## src/rtl/fetch_unit_pkg.sv

```systemverilog
// Shared types for the IF stage: PC mux encoding from the hazard unit
// and the fetch engine state.
package fetch_unit_pkg;

  localparam logic [31:0] PC_STEP = 32'd4;

  typedef enum logic [1:0] {
    PCMUX_PC_PLUS4 = 2'd0,
    PCMUX_ALU_OUT  = 2'd1,
    PCMUX_ALU_MOD2 = 2'd2
  } pcmux_sel_t;

  typedef enum logic [1:0] {
    FETCH,
    HOLD,
    DISCARD
  } fetch_state_t;

endpackage

```

## src/rtl/fetch_unit_if.sv

```systemverilog
// Instruction-memory read port plus the IF/ID hand-off, as seen from the
// fetch unit (master) and from the memory / IF-ID register side (slave).
interface fetch_unit_if;
  logic        imem_read;
  logic [31:0] imem_address;
  logic [31:0] imem_rdata;
  logic        imem_resp;
  logic        ifid_valid;
  logic [31:0] ifid_pc;
  logic [31:0] ifid_instr;

  modport master (
    output imem_read, imem_address, ifid_valid, ifid_pc, ifid_instr,
    input  imem_rdata, imem_resp
  );

  modport slave (
    input  imem_read, imem_address, ifid_valid, ifid_pc, ifid_instr,
    output imem_rdata, imem_resp
  );
endinterface

```

## src/rtl/fetch_unit_buffer.sv

```systemverilog
// One-entry hold buffer: keeps a fetched word and its PC while the
// downstream stage is not accepting.
module fetch_buffer (
  input  logic        clk,
  input  logic        rst,
  input  logic        load,
  input  logic        clear,
  input  logic [31:0] in_pc,
  input  logic [31:0] in_instr,
  output logic        valid,
  output logic [31:0] pc,
  output logic [31:0] instr
);
  logic        valid_q, valid_d;
  logic [31:0] pc_q, pc_d;
  logic [31:0] instr_q, instr_d;

  always_comb begin
    valid_d = valid_q;
    pc_d    = pc_q;
    instr_d = instr_q;
    if (clear) begin
      valid_d = 1'b0;
    end else if (load) begin
      valid_d = 1'b1;
      pc_d    = in_pc;
      instr_d = in_instr;
    end
  end

  // NOTE: only the valid bit needs reset; the payload is never observed
  // while valid is low, so leaving it unreset saves reset routing.
  always_ff @(posedge clk) begin
    if (rst) valid_q <= 1'b0;
    else     valid_q <= valid_d;
    pc_q    <= pc_d;
    instr_q <= instr_d;
  end

  assign valid = valid_q;
  assign pc    = pc_q;
  assign instr = instr_q;
endmodule

```

## src/rtl/fetch_unit.sv

```systemverilog
// IF-stage engine: owns the PC, keeps one imem read outstanding and hands
// fetched words to IF/ID, honouring hazard-unit stalls and redirects.
module fetch_unit
  import fetch_unit_pkg::*;
#(
  parameter logic [31:0] RESET_PC = 32'h0000_0060
) (
  input  logic        clk,
  input  logic        rst,
  input  logic        pc_en,
  input  pcmux_sel_t  pcmux_sel,
  input  logic [31:0] alu_out,
  output logic        fetch_stall,
  fetch_unit_if.master bus
);
  fetch_state_t state_q, state_d;
  logic [31:0]  pc_q, pc_d;
  logic [31:0]  addr_q, addr_d;
  logic         redirect;
  logic [31:0]  target;
  logic [31:0]  pc_plus4;
  logic         buf_load, buf_clear, buf_valid;
  logic [31:0]  buf_pc, buf_instr;

  // Unknown encodings fall through to sequential fetch.
  always_comb begin
    redirect = 1'b0;
    target   = alu_out;
    case (pcmux_sel)
      PCMUX_ALU_OUT:  redirect = pc_en;
      PCMUX_ALU_MOD2: begin
        redirect = pc_en;
        target   = {alu_out[31:1], 1'b0};
      end
      default: ;
    endcase
  end

  assign pc_plus4 = pc_q + PC_STEP;

  // NOTE: every output of this block gets a default before the case so no
  // path through it can leave a signal unassigned and infer a latch.
  always_comb begin
    state_d          = state_q;
    pc_d             = pc_q;
    addr_d           = addr_q;
    buf_load         = 1'b0;
    buf_clear        = 1'b0;
    bus.imem_read    = 1'b0;
    bus.imem_address = {pc_q[31:2], 2'b00};
    bus.ifid_valid   = 1'b0;
    bus.ifid_pc      = pc_q;
    bus.ifid_instr   = bus.imem_rdata;

    case (state_q)
      FETCH: begin
        bus.imem_read = 1'b1;
        addr_d        = {pc_q[31:2], 2'b00};
        if (bus.imem_resp) begin
          bus.ifid_valid = !redirect;
          if (redirect) begin
            pc_d = target;
          end else if (pc_en) begin
            pc_d = pc_plus4;
          end else begin
            buf_load = 1'b1;
            state_d  = HOLD;
          end
        end else if (redirect) begin
          // The shadow address keeps the in-flight read stable.
          pc_d    = target;
          state_d = DISCARD;
        end
      end
      HOLD: begin
        bus.ifid_valid = buf_valid && !redirect;
        bus.ifid_pc    = buf_pc;
        bus.ifid_instr = buf_instr;
        if (redirect) begin
          pc_d      = target;
          buf_clear = 1'b1;
          state_d   = FETCH;
        end else if (pc_en) begin
          pc_d      = pc_plus4;
          buf_clear = 1'b1;
          state_d   = FETCH;
        end
      end
      DISCARD: begin
        bus.imem_read    = 1'b1;
        bus.imem_address = addr_q;
        if (redirect)      pc_d    = target;
        if (bus.imem_resp) state_d = FETCH;
      end
      default: state_d = FETCH;
    endcase

    if (rst) begin
      bus.imem_read  = 1'b0;
      bus.ifid_valid = 1'b0;
    end
  end

  assign fetch_stall = !bus.ifid_valid;

  // NOTE: state registers use non-blocking assignments so every flop samples
  // the pre-edge values regardless of block evaluation order.
  always_ff @(posedge clk) begin
    if (rst) begin
      state_q <= FETCH;
      pc_q    <= RESET_PC;
      addr_q  <= {RESET_PC[31:2], 2'b00};
    end else begin
      state_q <= state_d;
      pc_q    <= pc_d;
      addr_q  <= addr_d;
    end
  end

  fetch_buffer u_buffer (
    .clk      (clk),
    .rst      (rst),
    .load     (buf_load),
    .clear    (buf_clear),
    .in_pc    (pc_q),
    .in_instr (bus.imem_rdata),
    .valid    (buf_valid),
    .pc       (buf_pc),
    .instr    (buf_instr)
  );
endmodule

```

## src/flat_wrapper.sv

```systemverilog
// flat-port wrapper written by rule: the top's interface ports become plain ports
module fetch_unit_flat import fetch_unit_pkg::*;
#(
  parameter logic [31:0] RESET_PC = 32'h0000_0060
)
  (clk, rst, pc_en, pcmux_sel, alu_out, fetch_stall, bus_imem_read, bus_imem_address, bus_ifid_valid, bus_ifid_pc, bus_ifid_instr, bus_imem_rdata, bus_imem_resp);
  fetch_unit_if bus_i ();
  input  logic clk;
  input  logic rst;
  input  logic pc_en;
  input  pcmux_sel_t pcmux_sel;
  input  logic [31:0] alu_out;
  output logic fetch_stall;
  output wire logic [$bits(bus_i.imem_read)-1:0] bus_imem_read;
  output wire logic [$bits(bus_i.imem_address)-1:0] bus_imem_address;
  output wire logic [$bits(bus_i.ifid_valid)-1:0] bus_ifid_valid;
  output wire logic [$bits(bus_i.ifid_pc)-1:0] bus_ifid_pc;
  output wire logic [$bits(bus_i.ifid_instr)-1:0] bus_ifid_instr;
  input wire logic [$bits(bus_i.imem_rdata)-1:0] bus_imem_rdata;
  input wire logic [$bits(bus_i.imem_resp)-1:0] bus_imem_resp;
  assign bus_imem_read = bus_i.imem_read;
  assign bus_imem_address = bus_i.imem_address;
  assign bus_ifid_valid = bus_i.ifid_valid;
  assign bus_ifid_pc = bus_i.ifid_pc;
  assign bus_ifid_instr = bus_i.ifid_instr;
  assign bus_i.imem_rdata = bus_imem_rdata;
  assign bus_i.imem_resp = bus_imem_resp;
  fetch_unit #(.RESET_PC(RESET_PC)) u_core (.clk(clk), .rst(rst), .pc_en(pc_en), .pcmux_sel(pcmux_sel), .alu_out(alu_out), .fetch_stall(fetch_stall), .bus(bus_i));
endmodule
```

## config.mk

```make
export PLATFORM = sky130hd
export DESIGN_NAME = fetch_unit_flat
export DESIGN_NICKNAME = d
export VERILOG_FILES = /design/src/rtl/fetch_unit_pkg.sv /design/src/rtl/fetch_unit_if.sv /design/src/rtl/fetch_unit_buffer.sv /design/src/rtl/fetch_unit.sv /design/src/flat_wrapper.sv
export SDC_FILE = /design/constraint.sdc
export NUM_CORES = 1
export LEC_CHECK = 0
export CORE_ASPECT_RATIO = 0.5
export CORE_MARGIN = 2
export CORE_UTILIZATION = 35
export CTS_CLUSTER_DIAMETER = 200
export CTS_CLUSTER_SIZE = 28
export DETAILED_ROUTE_END_ITERATION = 7
export PLACE_DENSITY_LB_ADDON = 0.05
export SLEW_MARGIN = 20
export SYNTH_ARGS = -nofsm -noshare
export SYNTH_HDL_FRONTEND = slang
export SYNTH_SLANG_ARGS = --single-unit
```

## constraint.sdc

```tcl
create_clock -name clk -period 12.35 [get_ports clk]
set_clock_uncertainty 0.2 [all_clocks]
set_input_delay 3.705 -clock clk [delete_from_list [all_inputs] [get_ports clk]]
set_output_delay 3.705 -clock clk [all_outputs]
set_load 0.02 [all_outputs]
```

== Yosys cells after proc, flatten, opt, wreduce, memory -nomap -nowiden ==
Cells that the tools add are included.

* Output and inout bits: 99
* Bits in registers: 129

* Bitwise operators: 1
* Multiplexer cells: 30
* Reduce and logical (&&, ||, !) cells: 10
* Eq/ne operators: 9
* Add/subtract/negate cells: 1

{| class="wikitable"
|+ Operators with widths
! cell !! count
|-
| 32-bit 2-to-1 mux || 7
|-
| 32-bit one-hot mux with 3 select lines || 1
|-
| 32-bit by 3-bit adder with 32-bit output, second input constant || 1
|-
| 2-bit 2-to-1 mux || 7
|-
| 1-bit 2-to-1 mux || 13
|-
| 3-bit by 2-bit != test with 1-bit output, second input constant || 3
|-
| 2-bit one-hot mux with 3 select lines || 1
|-
| 2-bit OR reduction || 3
|-
| 5-bit AND reduction || 1
|-
| 2-bit by 1-bit == test with 1-bit output, second input constant || 2
|-
| 2-bit == test, second input constant || 2
|-
| 3-bit != test, second input constant || 1
|-
| 3-bit nonzero test || 1
|-
| 1-bit logical NOT || 2
|-
| 2-bit logical NOT || 1
|-
| 2-bit != test, second input constant || 1
|-
| 1-bit one-hot mux with 2 select lines || 1
|-
| 2-bit AND reduction || 1
|-
| 1-bit logical AND || 1
|-
| 1-bit inverter || 1
|}

== Depth between registers and ports, before layout ==
* Depth in word-level cells: 8
* Gate-level depth with buffers: 9

== Cells and area by module ==
A second synthesis with hierarchy kept.

* Cells, all modules: 637
* Area total of the unflattened synthesis: 6,647.6 um^2

{| class="wikitable"
|+ By module, submodules not included
! module !! cells each !! area an instance (um^2) !! instances
|-
| fetch_unit || 569 || 4,688.2 || 1
|-
| fetch_buffer || 68 || 1,959.4 || 1
|}

== Worst setup path before layout ==
Ideal clock, no wire load.

* Path type: input -> output
* Start: input pcmux_sel[0]
* End: output bus_ifid_valid
* Setup slack: 3.211 ns
* Arrival: 5.234 ns
* Stages on the path: 7
* Cell sequence: inv_1 -> ha_1 -> nand2b_1 -> clkbuf_1 -> clkbuf_1 -> nand3_1 -> inv_1

* Cells in the longest elaborated chain, start to end: 7

{| class="wikitable"
|+ RTL lines
! element !! RTL line !! RTL
|-
| start, declared || flat_wrapper.sv:11 || <nowiki>input pcmux_sel_t pcmux_sel;</nowiki>
|-
| 2-bit by 1-bit == test with 1-bit output or 2-bit == test (tied branches) || fetch_unit.sv:29 || <nowiki>case (pcmux_sel)</nowiki>
|-
| 2-bit OR reduction (no line) * || n/a ||
|-
| 1-bit 2-to-1 mux * || fetch_unit.sv:29 ||
|-
| 1-bit logical NOT * || fetch_unit.sv:60, fetch_unit.sv:76 ||
|-
| 1-bit 2-to-1 mux or 1-bit logical AND (tied branches) || fetch_unit.sv:59, fetch_unit.sv:76 ||
|-
| 1-bit one-hot mux with 2 select lines * || fetch_unit.sv:55 || <nowiki>case (state_q)</nowiki>
|-
| 1-bit 2-to-1 mux * || fetch_unit.sv:98 || <nowiki>if (rst) begin</nowiki>
|-
| end, declared || flat_wrapper.sv:16 || <nowiki>output wire logic [$bits(bus_i.ifid_valid)-1:0] bus_ifid_valid;</nowiki>
|}

Mark *: on every way between the ends. The rest lies on a longest branch, timed or not.

== Worst setup path after layout ==
Ends and elaborated chain as after synthesis.

==> flow_metrics.py <==
metrics = {
    "critical_path": {
        "rrSetupSlack_ns": 8.66,
        "critPathMaxFanout": 30,
        "critPathArrivalTime_ns": 5.94,
        "critical_path_required_ns": 8.44,
        "end_kind": "primary output",
        "critPathKind": "in2out",
        "startpoint_type": "input pin",
    },
    "drt": {
        "firstDrtPassIters": 5,
        "drtIter0Drc": 345,
        "wl_microns": 20200,
        "via_per_inst": 5.21,
        "wl_per_cell_microns": 19.2,
        "ant_nets": 0,
        "drc": 0,
        "via_count": 5488,
    },
    "floorplanning": {
        "initial_utilization": 0.360,
        "ios": 169,
        "coreArea_sq_um": 18500,
        "die_w_microns": 199,
        "fp.dieH_microns": 102,
        "std_cell_rows": 35,
        "design.die.area_sq_um": 20200,
    },
    "cts": {
        "clock_path_buffers": 2,
        "cts_root_buf": "clkbuf_16",
        "ctsHtreeMaxLevel": 4,
        "clock_sinks": 129,
        "path_clk_slew_ns": 0.06,
        "cts_setup_buffers": 0,
        "cts_tree": "yes",
        "clock_latency_ns": 0.42,
        "cts_resized": 0,
        "cts_buffers": 17,
        "cts_hold_buf": 0,
    },
    "cells_and_area": {
        "fin_area_sq_um": 9040,
        "fill_cells": 1736,
        "final_nets": 856,
        "drive_above_1_share": 0.172,
        "area_growth_pct": 35.7,
    },
    "synth": {
        "synth_top_cells_by_area": "edfxtp_1 29%, dfxtp_1 20%, mux2_2 14%",
        "ys_seq_elements": 129,
        "synth_cell_type_count": 67,
        "yosys_warnings": 0,
        "yosysTopAreaCellShare": 0.289,
        "synth_area_leader_cell": "edfxtp_1",
        "async_flop_share": 0,
        "synth_commonest_cells": "81 x mux2_2, 65 x dfxtp_1, 64 x edfxtp_1",
        "yosysMostFrequentCell": "mux2_2",
        "synth_edf_count": 64,
        "synthCells": 641,
        "seq_area_frac_synth": 0.484,
        "yosys_most_used_dff": "dfxtp_1",
        "synthesis.area_sq_um": 6660,
        "synth.avg_cell_area_sq_um": 10.4,
    },
    "placed_design": {
        "placed_cell_area_sq_um": 8480,
        "gp_congestion": 0.836,
        "io_buffers": 166,
        "hpwl_microns": 13200,
    },
    "sta": {
        "hold_violations": 0,
        "slew_headroom": 0.275,
        "period_share": 0.797,
        "setup-violations-final": 0,
        "slew_viol_final": 0,
        "period_minus_slack_ns": 9.85,
        "fmax_mhz": 102,
        "finalSetupTns_ns": 0,
        "worst_pin_slew_ns": 1.09,
        "rsz0062_at_grt": "no",
    },
    "run": {
        "cap_violations": 0,
    },
    "min_path": {
        "hold_class": "reg2reg",
    },
    "global_route": {
        "grt_first_pass_wirelength_microns": 30900,
        "globalRoute.totalOverflow": 0,
        "gr-usage-all-layers": 0.201,
        "grt_max_degree": 79,
        "grt_pass1_vias": 5333,
        "antenna_found_initial": 1,
    },
    "power": {
        "power_leakage_nw": 3.31,
        "ir_drop_uv": 102,
        "powerDensity_nw_per_um2": 171,
    },
    "status": {
        "status": "complete, no violations",
    },
}
-- cells by family after synthesis --
group	count (synthesis)	share of synthesized area
other	1	0.000563
xor gates and xnor gates	1	0.00132
muxes	114	0.187
and+or+nand+nor	188	0.147
AOI/OAI and AO/OA	133	0.126
buffers and inverters	69	0.0443
DFF	129	0.484
adders and majority gates	6	0.0113
-- final timing paths --
check	from	cells after the start	end
setup / recovery	pcmux_sel[0]	8	bus_ifid_valid
hold reg to reg	u_core.pc_q[1]	0	u_core.u_buffer.pc[1]
setup reg to reg	u_core.state_q[1]	7	u_core.pc_q[22]
hold / removal	u_core.pc_q[1]	0	u_core.u_buffer.pc[1]
-- area by class of cell --
type | count | area [sq um] | area share
well taps | 259 | 324 | 0.0359
clock buffers | 19 | 453 | 0.0501
diodes | 1 | 2.50 | 0.000277
flip-flops and latches | 129 | 3220 | 0.357
repair buffers | 173 | 1710 | 0.189
multi-input cells | 444 | 3180 | 0.352
inverters | 15 | 56.3 | 0.00623
clock inverters | 13 | 87.6 | 0.00969
-- per-layer routing --
layer | wire length, microns | up-vias | track usage | part of all wire
li1 | - | 2658 | - | -
met1 | 10400 | 2645 | 0.296 | 0.51
met2 | 8170 | 169 | 0.294 | 0.40
met3 | 1450 | 16 | 0.0480 | 0.072
met4 | 183 | 0 | 0.0488 | 0.0091
met5 | 0 | - | 0 | 0
-- report_power, final --
group	switching, mW	leakage [nW]	internal [mW]
combinational	0.293	1.92	0.248
clock	0.198	0.257	0.266
sequential	0.0427	1.13	0.501
total	0.533	3.31	1.01
-- through the flow --
step | cells | total power [mW] | setup slack, ns | hold slack [ns] | util
2_1_floorplan | 642 | 0.873 | 3.21 | 0.203 | -
3_3_place_gp | 1020 | 1.09 | 2.51 | 0.247 | 0.458
3_5_place_dp | 1020 | 1.09 | 2.50 | 0.256 | 0.458
4_1_cts | 1052 | 1.56 | 2.48 | 0.270 | 0.487
5_1_grt | 1052 | 1.63 | 2.40 | 0.283 | 0.488
6_report | 1053 | 1.55 | 2.50 | 0.270 | 0.488
-- layout by cell type (no fill, tap or decap), drive strengths merged, types with 11 or more instances in the layout --
| cell type | n |
|---|---|
| edfxtp | 64 |
| clkdlybuf4s50 | 165 |
| o21ai | 46 |
| mux2 | 81 |
| nor2 | 62 |
| dfxtp | 65 |
| nand2 | 41 |
| nand4 | 13 |
| mux2i | 33 |
| nor3 | 11 |
| clkbuf | 19 |
| a21oi | 33 |
| inv | 17 |
| nand3 | 23 |
-- sequential cells by signal (all words and copies together), names as in the netlist --
| register | count |
|---|---|
| u_core.addr_q | 30 |
| u_core.pc_q | 32 |
| u_core.state_q | 2 |
| u_core.u_buffer.instr | 32 |
| u_core.u_buffer.pc | 32 |
| u_core.u_buffer.valid | 1 |
-- worst max-delay path: stages --
cell and delay (ns):
clkdlybuf4s50_1 0.45, inv_1 0.04, ha_1 0.43, nand2b_1 0.14
buf_4 0.33, nand3_1 0.15, inv_1 0.08, clkdlybuf4s50_1 0.59
Note: power is estimated with default switching activity, not from simulation.
